[config.mk]
export PLATFORM = sky130hd
export DESIGN_NAME = traffic_light_sequencer
export DESIGN_NICKNAME = d
export VERILOG_FILES = /design/src/rtl/traffic_light_sequencer.sv
export SDC_FILE = /design/constraint.sdc
export NUM_CORES = 1
export LEC_CHECK = 0
export ABC_AREA = 1
export CAP_MARGIN = 30
export CORE_UTILIZATION = 35
export CTS_CLUSTER_DIAMETER = 30
export DETAILED_ROUTE_END_ITERATION = 8
export PLACE_DENSITY = 0.58
export SETUP_SLACK_MARGIN = 0.3
export SLEW_MARGIN = 20
export SYNTH_ARGS = -nofsm -noshare
export SYNTH_HDL_FRONTEND = slang
export SYNTH_SLANG_ARGS = --single-unit
[constraint.sdc]
create_clock -name clk -period 2.1 [get_ports clk]
set_clock_uncertainty 0.05 [all_clocks]
set_input_delay 0.315 -clock clk [delete_from_list [all_inputs] [get_ports clk]]
set_output_delay 0.315 -clock clk [all_outputs]
set_load 0.02 [all_outputs]
[src/rtl/traffic_light_sequencer.sv]
`timescale 1ns/1ps
// Timed RED -> [LEFT] -> GREEN -> AMBER phase generator feeding the light display decoder.
// Colour is registered; define FLASH_AMBER_EN to build the night amber-flash mode.
module traffic_light_sequencer #(
    parameter int RED_TICKS   = 10,
    parameter int LEFT_TICKS  = 4,
    parameter int GREEN_TICKS = 8,
    parameter int AMBER_TICKS = 3,
    parameter int FLASH_TICKS = 2,
    parameter int CNT_W       = 8
) (
    input  logic       clk,
    input  logic       reset_n,
    input  logic       tick,
    input  logic       left_req,
    input  logic       flash_mode,
    output logic [3:0] colour,
    output logic       phase_start,
    output logic       left_pending
);

    localparam int MAX_TICKS = (1 << CNT_W) - 1;

    if (RED_TICKS   < 1 || RED_TICKS   > MAX_TICKS ||
        LEFT_TICKS  < 1 || LEFT_TICKS  > MAX_TICKS ||
        GREEN_TICKS < 1 || GREEN_TICKS > MAX_TICKS ||
        AMBER_TICKS < 1 || AMBER_TICKS > MAX_TICKS ||
        FLASH_TICKS < 1 || FLASH_TICKS > MAX_TICKS) begin : g_bad_ticks
        $error("traffic_light_sequencer: every phase tick count must be in 1..2**CNT_W-1");
    end

    typedef enum logic [2:0] {
        S_RED   = 3'd0,
        S_LEFT  = 3'd1,
        S_GREEN = 3'd2,
`ifdef FLASH_AMBER_EN
        S_AMBER = 3'd3,
        S_FLASH = 3'd4
`else
        S_AMBER = 3'd3
`endif
    } state_t;

    localparam logic [3:0] C_RED   = 4'b0001;
    localparam logic [3:0] C_AMBER = 4'b0010;
    localparam logic [3:0] C_GREEN = 4'b0100;
    localparam logic [3:0] C_LEFT  = 4'b1000;

    localparam logic [CNT_W-1:0] RED_LOAD   = CNT_W'(RED_TICKS - 1);
    localparam logic [CNT_W-1:0] LEFT_LOAD  = CNT_W'(LEFT_TICKS - 1);
    localparam logic [CNT_W-1:0] GREEN_LOAD = CNT_W'(GREEN_TICKS - 1);
    localparam logic [CNT_W-1:0] AMBER_LOAD = CNT_W'(AMBER_TICKS - 1);
    localparam logic [CNT_W-1:0] CNT_ONE    = CNT_W'(1);

`ifdef FLASH_AMBER_EN
    localparam logic [3:0]       C_OFF      = 4'b0000;
    localparam logic [CNT_W-1:0] FLASH_LOAD = CNT_W'(FLASH_TICKS - 1);
`else
    logic w_unused_flash;
    assign w_unused_flash = flash_mode;
`endif

    state_t           r_state;
    logic [CNT_W-1:0] r_cnt;
    logic [3:0]       r_colour;
    logic             r_phase_start;
    logic             r_left_pending;

    logic             w_exit;
    logic             w_want_left;
    state_t           w_next;

    function automatic state_t next_phase(input state_t s, input logic want_left);
        case (s)
            S_RED:   next_phase = want_left ? S_LEFT : S_GREEN;
            S_LEFT:  next_phase = S_GREEN;
            S_GREEN: next_phase = S_AMBER;
            default: next_phase = S_RED;
        endcase
    endfunction

    function automatic logic [CNT_W-1:0] load_of(input state_t s);
        case (s)
            S_LEFT:  load_of = LEFT_LOAD;
            S_GREEN: load_of = GREEN_LOAD;
            S_AMBER: load_of = AMBER_LOAD;
            default: load_of = RED_LOAD;
        endcase
    endfunction

    function automatic logic [3:0] colour_of(input state_t s);
        case (s)
            S_LEFT:  colour_of = C_LEFT;
            S_GREEN: colour_of = C_GREEN;
            S_AMBER: colour_of = C_AMBER;
            default: colour_of = C_RED;
        endcase
    endfunction

    // A phase of N ticks ends on the tick that finds the counter already at zero.
    assign w_exit      = tick && (r_cnt == '0);
    assign w_want_left = r_left_pending || left_req;
    assign w_next      = next_phase(r_state, w_want_left);

    always_ff @(posedge clk or negedge reset_n) begin
        if (!reset_n) begin
            r_state        <= S_RED;
            r_cnt          <= RED_LOAD;
            r_colour       <= C_RED;
            r_phase_start  <= 1'b0;
            r_left_pending <= 1'b0;
        end else begin
            r_phase_start <= 1'b0;
`ifdef FLASH_AMBER_EN
            if (flash_mode && r_state != S_FLASH) begin
                r_state       <= S_FLASH;
                r_cnt         <= FLASH_LOAD;
                r_colour      <= C_AMBER;
                r_phase_start <= 1'b1;
            end else if (r_state == S_FLASH) begin
                // Leaving flash always restarts a full RED; the pending left request is kept.
                if (!flash_mode) begin
                    r_state       <= S_RED;
                    r_cnt         <= RED_LOAD;
                    r_colour      <= C_RED;
                    r_phase_start <= 1'b1;
                end else if (tick) begin
                    if (r_cnt == '0) begin
                        r_cnt    <= FLASH_LOAD;
                        r_colour <= (r_colour == C_AMBER) ? C_OFF : C_AMBER;
                    end else begin
                        r_cnt <= r_cnt - CNT_ONE;
                    end
                end
            end else begin
`else
            begin
`endif
                if (w_exit) begin
                    r_state       <= w_next;
                    r_cnt         <= load_of(w_next);
                    r_colour      <= colour_of(w_next);
                    r_phase_start <= 1'b1;
                end else if (tick) begin
                    r_cnt <= r_cnt - CNT_ONE;
                end

                // Entering LEFT consumes the request, even one arriving in the same cycle.
                if (w_exit && w_next == S_LEFT) begin
                    r_left_pending <= 1'b0;
                end else if (left_req && r_state != S_LEFT) begin
                    r_left_pending <= 1'b1;
                end
            end
        end
    end

    assign colour       = r_colour;
    assign phase_start  = r_phase_start;
    assign left_pending = r_left_pending;

endmodule

==> impl_summary.md <==
Final layout
The number of nets in the layout is ~140. The final design area excluding fillers is approximately 0.0011 mm². Of the cells placed in the final design, the portion with a size suffix greater than 1 is between 10% and 20%. Fill cells in the final layout number 261. The post-layout utilization of the core is 44.6%. From synthesis to final layout, the design area changed by 17.5%. Across the whole layout, storage elements account for 404 µm². The number of antenna diodes in the final layout is 0. The multi-input gate area in the final layout is 460 µm².

Synth
The most used flip-flop cell after synthesis is dfrtp_1. Of all cell types, the one taking the most synthesized area is dfrtp_1. The synthesized area divided by synthesized cell count is 8.12 µm².

The sequential area share after synthesis is 42.2%. After synthesis, the netlist uses 22 different library cells. Synthesis produced a netlist with a net count of 130.

The number of enable-type register cells in the synthesized netlist is 0. During synthesis, Yosys emitted a total of 0 warnings. The most common cell in the netlist is nand2_1. In this run the biggest area consumer among cell types represents approximately a third of the synthesized area. By count the netlist is led by 31 x nand2_1, 21 x inv_1, 13 x dfrtp_1, 8 x nor2_1, 8 x o21ai_0. The cell count after synthesis is 118.

The cell area after synthesis is 958 µm². The register bit total from synthesis is 16. The async set or reset register ratio after synthesis is 100%.

Yosys attributes the largest share of cell area to dfrtp_1 34%, nand2_1 12%, ha_1 9.1%.

STA
The final sum of negative setup slack is 0 ns. Setup repair after global routing left no endpoint under its margin. The number of hold violations in the final report is 0. At the pin with the least slew margin, the transition time is 0.284 ns. The final-report max-slew violation count is 0. Subtracting the final worst setup slack from the clock period gives 1.66 ns.

Headroom to the max-slew limit came out at 81.0%. The minimum setup slack in the final design is 0.445 ns. The maximum clock frequency is slightly above 600 MHz. The final cycle utilization of the critical path is between 70% and 80%. Setup violations remaining at the end of the flow were counted as 0.

Critical path
The setup check on the worst reg-to-reg path leaves a slack of 0.44 ns. The worst register-to-register path begins at r_cnt[0]. The arrival time at the worst endpoint is 1.79 ns. Counting cells, the worst reg-to-reg path comes to 10. At the worst endpoint, the required time is 2.23 ns. The endpoint identified for the worst register-to-register timing path is r_cnt[1].

STA classifies the critical path endpoint as a register. The worst setup path is launched from a register. The critical path is of the register to register type.

The maximum fanout along the worst path is 8.

GRT
The sum of overflow across all layers after global routing is 0. The via count of the first global-routing pass is just under 700. The number of antenna violations at the first check in global routing came to 0. The first-pass GRT wire length is 2.99 mm. The overall routing resource usage is 14.4%. The maximum number of pins on one net before global-route repair is 17.

Pwr
The total power after layout is 1.08 mW. The peak supply drop is 0.406 mV. For this design the ratio of total power to cell area is 958 mW/mm². For this design the static power due to leakage is 0.583 nW.

Clock tree
Clock-pin slew was measured on the worst setup and hold paths at about 0.11 ns. The number of setup buffers added after CTS is 0. The clock latency on the worst-skew pair is 0.29 ns.

The deepest clock path buffer count is 2. In this run, CTS created clock tree buffers numbering 3. The CTS sink count is 16. The CTS tree is yes. The number of H-tree branching levels is 1.

The root buffer cell is clkbuf_4. In this run, post-CTS hold repair placed 0 buffers. The post-cts gate resize count is 1.

Route
The number of antenna-violating nets in the routed design is 0. The routed layout has about 760 vias. The met2 wire length is 888 µm. The per-cell routed wire length is roughly 11 µm. The detailed-route DRC error count is 0. The post-route met1 wirelength is 795 µm. After detailed routing, the number of vias per cell comes to 4.70. Summed over all layers, the routed wires come to about 1.7 mm. The detailed router used layers up to and including met4.

The number of design-rule violations left by the first detailed-router iteration is 6. The met3 layer wire length in the routed design is between 30 and 40 µm. The number of iterations in the first detailed-routing pass is 4.

Die
The number of primary I/O pins is 11. The floorplan step defined a die boundary enclosing 0.00295 mm². The floorplan has 18 rows. In this run the horizontal extent of the chip is 54.3 µm.

In this run the vertical extent of the chip is 54.3 µm. Once the floorplan was initialized, standard cells occupied 38.0% of the core. The floorplan step defined a core boundary enclosing between 0.002 and 0.003 mm².

Placement
The cell area after placement is ~0.0011 mm². Before CTS, the worst setup slack after placement is 0.317 ns. The HPWL reported at the end of detailed placement is 1.31 mm. The routability-driven placement congestion ratio is 0.812.

The total of buffers placed on input and output ports is 9.

Job
The tool flagged a number of max-cap violations equal to 0.

Run status
The run finished with clean final reports.

Min path
The kind of path behind the tightest hold check is primary input to asynchronous set/reset pin.
## report_power, final
part           internal (mW)  total (mW)  switching (mW)  leakage (nW)
Combinational          0.144       0.380           0.236         0.377
Sequential             0.401       0.483          0.0829         0.185
Clock                  0.106       0.215           0.109        0.0210
## worst max path at each step
| stage | startpoint | end | slack, ns |
|---|---|---|---|
| 2_1_floorplan | r_cnt[0] | r_cnt[1] | 0.58 |
| 3_3_place_gp | tick | r_cnt[7] | 0.33 |
| 3_5_place_dp | tick | r_cnt[7] | 0.32 |
| 4_1_cts | r_cnt[0] | r_cnt[1] | 0.39 |
| 5_1_grt | r_cnt[0] | r_cnt[1] | 0.31 |
| 6_report | r_cnt[0] | r_cnt[1] | 0.44 |
## worst max-delay path: stages, from the launching register on
cell      delay, ns
dfstp_2        0.57
inv_1          0.06
ha_1           0.24
nand2_2        0.08
clkinv_2       0.07
nand3_4        0.08
inv_1          0.09
nand2_4        0.11
nand2_1        0.06
nand3_1        0.06
o21ai_0        0.07
## flip-flops by register name (all words and copies together) (netlist names)
name	count
r_cnt	8
colour	4
phase_start	1
r_state	2
left_pending	1
## area by class of cell
class	count	share of cell area (%)
Sequential cell	16	35.9
Tap cell	30	3.33
Multi-Input combinational cell	78	40.9
Timing Repair Buffer	11	9.22
Clock buffer	4	3.22
Inverter	22	7.44
## per-stage QoR
stage / hold WS [ns] / std cells
6_report: 0.277 / 161
4_1_cts: 0.287 / 161
5_1_grt: 0.290 / 161
3_5_place_dp: 0.411 / 157
2_1_floorplan: -0.0306 / 118
3_3_place_gp: 0.404 / 157
## layout by cell type (no fill, tap or decap)
cell	Yosys	routed
a21oi_1	4	2
nor3_1	2	2
nand2_1	31	31
clkdlybuf4s50_1	0	8
clkbuf_4	0	3
xor2_1	2	2
nand2_2	2	1
nor2_4	1	1
nand4_1	1	1
dfstp_2	3	3
nor2_2	2	2
a21oi_2	1	3
nand3b_1	1	1
dfrtp_1	13	13
dlygate4sd2_1	0	1
nor2_1	8	8
nand3_4	2	2
clkinv_2	1	1
o21ai_1	1	1
o21a_1	1	1
buf_4	0	2
inv_1	21	21
clkbuf_8	0	1
nand2_4	0	1
ha_1	7	7
nand3_1	4	4
o21ai_0	8	8
## cells by family after synthesis
group	count (synthesis)	share of synthesized area [%]
AOI/OAI and AO/OA	15	8.49
xor gates and xnor gates	2	1.83
and+or+nand+nor	54	27.3
adders and majority gates	7	9.14
buffers and inverters	24	11.1
DFF	16	42.2
## per-layer routing
layer,up-vias,GRT usage (%)
li1,392,-
met5,-,0
met1,355,18.9
met3,4,2.50
met2,6,22.6
met4,0,7.69
Note: power is estimated with default switching activity, not from simulation.
